===== src/rtl/sirv_qspi_media.sv =====
// QSPI media layer: turns link-layer frame bytes into physical ops (config, CS delays, data),
// owns the active-low chip select and converts the physical level-type done into rx pulses.
module sirv_qspi_media #(
   parameter int DLA_W = 8
) (
   input  logic             clock,
   input  logic             reset,
   input  logic [11:0]      io_ctrl_sck_div,
   input  logic             io_ctrl_sck_pol,
   input  logic             io_ctrl_sck_pha,
   input  logic [DLA_W-1:0] io_ctrl_dla_cssck,
   input  logic [DLA_W-1:0] io_ctrl_dla_sckcs,
   input  logic [DLA_W-1:0] io_ctrl_dla_icss,
   input  logic [1:0]       io_ctrl_cs_mode,
   input  logic             io_link_valid,
   output logic             io_link_ready,
   input  logic [7:0]       io_link_data,
   input  logic [7:0]       io_link_cnt,
   input  logic             io_link_last,
   input  logic [1:0]       io_link_proto,
   input  logic             io_link_endian,
   input  logic             io_link_iodir,
   output logic             io_link_active,
   output logic             io_link_rx_valid,
   output logic [7:0]       io_link_rx_bits,
   output logic             io_op_valid,
   input  logic             io_op_ready,
   output logic             io_op_fn,
   output logic             io_op_stb,
   output logic [7:0]       io_op_cnt,
   output logic [7:0]       io_op_data,
   output logic [11:0]      io_op_sck_div,
   output logic             io_op_sck_pol,
   output logic             io_op_sck_pha,
   output logic [1:0]       io_op_proto,
   output logic             io_op_endian,
   output logic             io_op_iodir,
   input  logic             io_phy_rx_valid,
   input  logic [7:0]       io_phy_rx_bits,
   output logic             io_port_cs
);

   typedef enum logic [2:0] {
      S_IDLE, S_CFG, S_CSSCK, S_DATA, S_SCKCS, S_ICS
   } state_e;

   state_e      state_q;
   logic        cs_q;
   logic        opv_q;
   logic [7:0]  cnt_q;
   logic [11:0] sck_div_q;
   logic        sck_pol_q;
   logic        sck_pha_q;
   logic        frame_end_q;
   logic        rx_pend_q, rx_pend_d;
   logic        rx_vld_q;
   logic [7:0]  rx_bits_q;

   logic mode_off, mode_hold, mode_auto;
   logic in_data, link_xfer, rx_cap, sckcs_go;

   assign mode_off  = (io_ctrl_cs_mode == 2'd3);
   assign mode_hold = (io_ctrl_cs_mode == 2'd2);
   assign mode_auto = !mode_off && !mode_hold;

   assign in_data   = (state_q == S_DATA);
   assign link_xfer = in_data && io_link_valid && io_op_ready;
   assign rx_cap    = rx_pend_q && io_phy_rx_valid;

   // HOLD/OFF only release CS at a frame boundary once the mode returns to AUTO
   assign sckcs_go = link_xfer ? (io_link_last && mode_auto)
                               : (mode_auto && frame_end_q && !io_link_valid);

   // A new transfer re-arms the pending flag even when it coincides with a capture
   always_comb begin
      rx_pend_d = rx_pend_q;
      if (link_xfer && io_link_cnt != 8'd0)
         rx_pend_d = 1'b1;
      else if (rx_cap)
         rx_pend_d = 1'b0;
   end

   // Data ops pass straight through from the link; every other op comes from registers
   assign io_op_valid   = in_data ? io_link_valid : opv_q;
   assign io_op_fn      = !in_data;
   assign io_op_stb     = in_data || (state_q == S_CFG);
   assign io_op_cnt     = in_data ? io_link_cnt : cnt_q;
   assign io_op_data    = in_data ? io_link_data : 8'h00;
   assign io_op_proto   = in_data ? io_link_proto : 2'b00;
   assign io_op_endian  = in_data && io_link_endian;
   assign io_op_iodir   = in_data && io_link_iodir;
   assign io_op_sck_div = sck_div_q;
   assign io_op_sck_pol = sck_pol_q;
   assign io_op_sck_pha = sck_pha_q;

   assign io_link_ready    = link_xfer;
   assign io_link_active   = (state_q != S_IDLE);
   assign io_link_rx_valid = rx_vld_q;
   assign io_link_rx_bits  = rx_bits_q;
   assign io_port_cs       = cs_q;

   always_ff @(posedge clock or posedge reset) begin
      if (reset) begin
         state_q     <= S_IDLE;
         cs_q        <= 1'b1;
         opv_q       <= 1'b0;
         cnt_q       <= 8'd0;
         sck_div_q   <= 12'd0;
         sck_pol_q   <= 1'b0;
         sck_pha_q   <= 1'b0;
         frame_end_q <= 1'b0;
         rx_pend_q   <= 1'b0;
         rx_vld_q    <= 1'b0;
         rx_bits_q   <= 8'd0;
      end else begin
         rx_pend_q <= rx_pend_d;
         rx_vld_q  <= rx_cap;
         if (rx_cap)
            rx_bits_q <= io_phy_rx_bits;

         unique case (state_q)
            S_IDLE: begin
               if (io_link_valid) begin
                  // SCK settings frozen here so the config op stays stable while stalled
                  state_q   <= S_CFG;
                  opv_q     <= 1'b1;
                  cnt_q     <= 8'd0;
                  sck_div_q <= io_ctrl_sck_div;
                  sck_pol_q <= io_ctrl_sck_pol;
                  sck_pha_q <= io_ctrl_sck_pha;
               end
            end
            S_CFG: begin
               if (io_op_ready) begin
                  state_q <= S_CSSCK;
                  cs_q    <= mode_off;
                  cnt_q   <= 8'(io_ctrl_dla_cssck);
                  opv_q   <= (io_ctrl_dla_cssck != '0) && !mode_off;
               end
            end
            S_CSSCK: begin
               if (!opv_q || io_op_ready) begin
                  state_q     <= S_DATA;
                  opv_q       <= 1'b0;
                  frame_end_q <= 1'b0;
               end
            end
            S_DATA: begin
               if (link_xfer)
                  frame_end_q <= io_link_last;
               if (sckcs_go) begin
                  state_q <= S_SCKCS;
                  cnt_q   <= 8'(io_ctrl_dla_sckcs);
                  opv_q   <= (io_ctrl_dla_sckcs != '0) && !mode_off;
               end
            end
            S_SCKCS: begin
               if (!opv_q || io_op_ready) begin
                  state_q <= S_ICS;
                  cs_q    <= 1'b1;
                  cnt_q   <= 8'(io_ctrl_dla_icss);
                  opv_q   <= (io_ctrl_dla_icss != '0);
               end
            end
            S_ICS: begin
               if (!opv_q || io_op_ready) begin
                  state_q <= S_IDLE;
                  opv_q   <= 1'b0;
               end
            end
            default: begin
               state_q <= S_IDLE;
               opv_q   <= 1'b0;
            end
         endcase
      end
   end

endmodule


===== config.mk =====
export PLATFORM = sky130hd
export DESIGN_NAME = sirv_qspi_media
export DESIGN_NICKNAME = d
export VERILOG_FILES = /design/src/rtl/sirv_qspi_media.sv
export SDC_FILE = /design/constraint.sdc
export NUM_CORES = 1
export LEC_CHECK = 0
export BUFFER_PORTS_ARGS = -buffer_cell sky130_fd_sc_hd__buf_2
export CAP_MARGIN = 30
export CORE_UTILIZATION = 35
export CTS_CLUSTER_DIAMETER = 60
export CTS_CLUSTER_SIZE = 25
export DETAILED_ROUTE_END_ITERATION = 6
export GPL_TIMING_DRIVEN = 0
export PLACE_DENSITY = 0.64
export SLEW_MARGIN = 20
export SYNTH_ARGS = -nofsm -noshare
export SYNTH_HDL_FRONTEND = slang
export SYNTH_SLANG_ARGS = --single-unit

===== constraint.sdc =====
create_clock -name clock -period 1.7 [get_ports clock]
set_clock_uncertainty 0.05 [all_clocks]
set_input_delay 0.17 -clock clock [delete_from_list [all_inputs] [get_ports clock]]
set_output_delay 0.17 -clock clock [all_outputs]
set_load 0.1 [all_outputs]

# Yosys cells after proc, flatten, opt, wreduce, memory -nomap -nowiden

Index checks and enable logic that the tools add are counted.

Register bits after elaboration: 38
Bits in latches: 0
Memory bits (writable): 0
Memory bits (read-only): 0
Input port bits: 74
Output and inout port bits: 49
Logic and storage cells: 92
Memories kept: 0

$add $sub $neg: 0
Multipliers: 0
Div/mod/pow operators: 0
Magnitude comparators: 0
Equal/unequal tests: 15
Shifts and indexed selects: 0
Multiplexer cells: 30
Bitwise logic cells: 0
Reductions and logical operators: 36

Operators with widths:

| operator                                                                 | number |
|---|---|
| 8-bit 2-to-1 mux                                                         | 6 |
| 8-bit case mux with 4 select lines                                       | 1 |
| 8-bit nonzero test                                                       | 4 |
| 3-bit 2-to-1 mux                                                         | 6 |
| 3-bit case mux with 6 select lines                                       | 1 |
| 1-bit logical AND                                                        | 12 |
| 1-bit 2-to-1 mux                                                         | 12 |
| 2-bit inequality test (second input constant)                            | 5 |
| 5-bit AND reduction                                                      | 2 |
| 3-bit by 2-bit == test with 1-bit output (second input constant)         | 2 |
| 3-bit == test (second input constant)                                    | 2 |
| 2-bit by 1-bit inequality test with 1-bit output (second input constant) | 3 |
| 3-bit AND reduction                                                      | 2 |
| 6-bit AND reduction                                                      | 1 |
| 2-bit nonzero test                                                       | 3 |
| 1-bit zero test                                                          | 5 |
| 1-bit case mux with 5 select lines                                       | 1 |
| 2-bit == test (second input constant)                                    | 2 |
| 1-bit case mux with 2 select lines                                       | 2 |
| 4-bit nonzero test                                                       | 1 |
| 3-bit by 1-bit == test with 1-bit output (second input constant)         | 1 |
| 3-bit zero test                                                          | 1 |
| 3-bit nonzero test                                                       | 1 |
| 1-bit logical OR                                                         | 2 |
| 3 further kinds                                                          | 3 |

# Longest topological paths before layout

Word-level depth: 8
Gate-level depth with buffers: 7

# Worst setup path before layout

Ideal clock, no wire load.

Path type: register -> output
Start: reg state_q[2]
End: out io_op_cnt[0]
Arrival time: 2.298 ns
Data required time: 1.480 ns
Setup slack: -0.818 ns
Stages on the path, launching flop included: 6
Cells stage by stage: dfrtp_1 and3b_1 buf_2 clkinv_1 nand2_1 nand2_1

Cells in the longest elaborated chain, start to end: 2

Ends and longest elaborated chain:

| what                                     | line | text |
|---|---|---|
| from (decl)                              | 47   | `state_e state_q;` |
| from (signal assigned)                   | 104  | `state_q <= S_IDLE;` |
| from (signal assigned)                   | 125  | `state_q <= S_CFG;` |
| from (signal assigned)                   | 135  | `state_q <= S_CSSCK;` |
| 3-bit by 2-bit == test with 1-bit output | 66   | `assign in_data = (state_q == S_DATA);` |
| 8-bit 2-to-1 mux                         | 87   | `assign io_op_cnt = in_data ? io_link_cnt : cnt_q;` |
| to (decl)                                | 30   | `output logic [7:0] io_op_cnt,` |

Every way passes these cells.

# Worst setup path after layout

Start: reg state_q[2]
End: out io_op_cnt[4]

The elaborated chain is that of the path after synthesis.

==> out/qor.yml <==
grt_overflow: 0
grt_pass1_vias: 1959
report.final.slew_viol_count: 0
die-height_um: 80.96
cp.required_ns: 1.48
worstSetupEndpointType: "primary output"
drtPass1Iterations: 4
clk_latency_ns: 0.29
path_buf_inv: 2
drc_errors: 0
post-route-period-util_pct: 106.2
layout_common_cells: "buf_2, dfrtp_1, buf_12"
mostFrequentLayoutCell: "buf_2"
critPathTopFamily: "simple AND/OR/NAND/NOR gates"
antenna_found_initial: 0
ys_warn_count: 0
yosysSeqAreaShare_pct: 43.64
syn_nets: 286
diodes: 0
crit_chain: "and3b_2, clkinv_2, nand2_1, nand2_4, buf_12"
critPathLaunch: "state_q[2]"
clk_pin_slew_ns: 0.08
setup_viol: 35
final_area_um2: 3746
synthCells: 212
slew-limit-headroom_pct: 67.45
clock-sinks: 38
startpoint_type: "flop"
hold_violations: 0
viasPerCell: 4.960
critPathMaxFanout: 5
synth_cell_type_count: 39
tritoncts: "yes"
fin_nets: 424
ys_async_sr_fraction_pct: 100.0
fmax_ghz: 0.5538
rsz0062_at_grt: "yes"
routed-via-count: 2113
grt_max_degree: 29
initial_core_util_pct: 36.64
postSynthAreaPerCell_um2: 10.29
worstReg2RegStart: "state_q[2]"
critPathArrivalTime_ns: 1.59
die_w_um: 80.96
grt_pass1_wl_mm: 9.259
numCtsBuffers: 5
routedWlPerCell_um: 14.52
max_stage_delay_ns: 0.42
wl_mm: 6.184
row_count: 28
clk_path_buf_depth: 2
synth_edf_count: 0
min_from: "io_ctrl_sck_div[3]"
crit_path_top_delay_cell: "dfrtp_1"
port_buffers: 120
h-tree-depth: 2
place_congestion: 0.7741
syn2layout_area_growth_pct: 71.67
synthFlopType: "dfrtp_1"
dpl_cell_area_um2: 2987
status: "complete, but fails checks"
fin_ws_ns: -0.1059
drt-initial-drc-count: 43
period_minus_slack_ns: 1.806
criticalPathCategory: "flop to primary output"
drive_above_1_share_pct: 64.39
grt_use_total_pct: 18.65
ios: 123
worst_pin_slew_ns: 0.4882
synth_seq_cells: 38
netlist_area_um2: 2182
dieArea_um2: 6555
maxCapViolations: 0
hpwl_mm: 4.085
violations: "negative setup slack"
root_buffer: "clkbuf_8"
core_um2: 5956
final_antenna_net_count: 0
min_path_type: "primary input to flop"
## per-layer routing
metal  wire length, µm  track usage [%]  vias to the layer above
met5                 0                0                        -
met4               110            5.893                        0
met3               377            4.831                       12
met2              3105            32.27                       88
met1              2591            22.49                      996
li1                  -                -                     1017
## per-stage QoR
stage / util, % / setup slack, ns / instances / hold WS [ns] / setup TNS [ns]
floorplan: - / -0.2229 / 212 / 0.2625 / -5.418
global placement: 49.81 / -0.2915 / 407 / 0.3533 / -5.712
detailed placement: 50.15 / -0.2893 / 408 / 0.06368 / -6.149
CTS: 61.03 / -0.07631 / 426 / 0.05314 / -1.489
global route: 62.90 / -0.1667 / 426 / 0.04776 / -4.493
finish: 62.90 / -0.1059 / 426 / 0.05911 / -2.244
## sequential cells by signal (all words and copies together) (netlist names), 3 cells and up
name,flops
cnt_q,8
io_link_rx_bits,8
io_op_sck_div,12
state_q,3
## area by class of cell
type / instances / area (µm²)
Sequential cell: 38 / 954.7
Buffer: 10 / 105.1
Timing Repair inverter: 1 / 5.005
Inverter: 9 / 38.79
Clock inverter: 2 / 60.06
Fill cell: 487 / 2210
Multi-Input combinational cell: 153 / 1304
Tap cell: 75 / 93.84
Clock buffer: 6 / 82.58
Timing Repair Buffer: 132 / 1102
## what timing repair did
item | 4_1_cts | 5_1_grt
setup endpoints to repair | 44 | 50
resized for setup | 123 | 36
pin swaps | 23 | 13
hold buffers | 1 | 0
cloned | 4 | 0
endpoints found under the hold margin | 10 | 0
setup buffers | 8 | 0
## cells in the mapped netlist (2+ instances only)
master	count	area, µm²
clkbuf_1	5	18.77
o21a_1	2	15.01
o22a_1	2	17.52
or4_1	2	15.01
mux2_2	22	247.7
a21oi_1	7	35.03
mux2i_1	11	110.1
dfrtp_1	37	925.9
mux2_4	8	120.1
nor4_1	3	18.77
and3_1	2	12.51
buf_6	2	22.52
buf_2	3	15.01
and2_1	12	75.07
nand2b_1	2	12.51
nor2_1	6	22.52
nor3_1	4	20.02
inv_1	8	30.03
a31oi_1	2	12.51
o21ai_0	13	65.06
buf_4	3	22.52
nand2_1	38	142.6
nand3b_1	2	15.01
## path summary, 6_finish.rpt
check                                      to  slack, ns  depth (start not counted)
hold reg to reg            io_link_rx_bits[3]       0.45                          1
setup reg to reg                     cnt_q[0]      -0.10                          5
setup / recovery                 io_op_cnt[4]      -0.11                          5
min in group asynchronous  io_link_rx_bits[4]       0.30                          3
max in group asynchronous          io_port_cs       0.81                          4
hold / removal               io_op_sck_div[3]       0.06                          2
## cells by family after synthesis
logic type,Yosys count,synth area share (%)
AO/OA/AOI/OAI,34,11.18
buffers and inverters,22,5.160
flip-flops,38,43.64
multiplexers,42,22.42
AND/OR/NAND/NOR,76,17.60
Power is left out: the tool's default activity adds up to more than one toggle a clock period on the data nets, which glitch-free logic cannot reach.
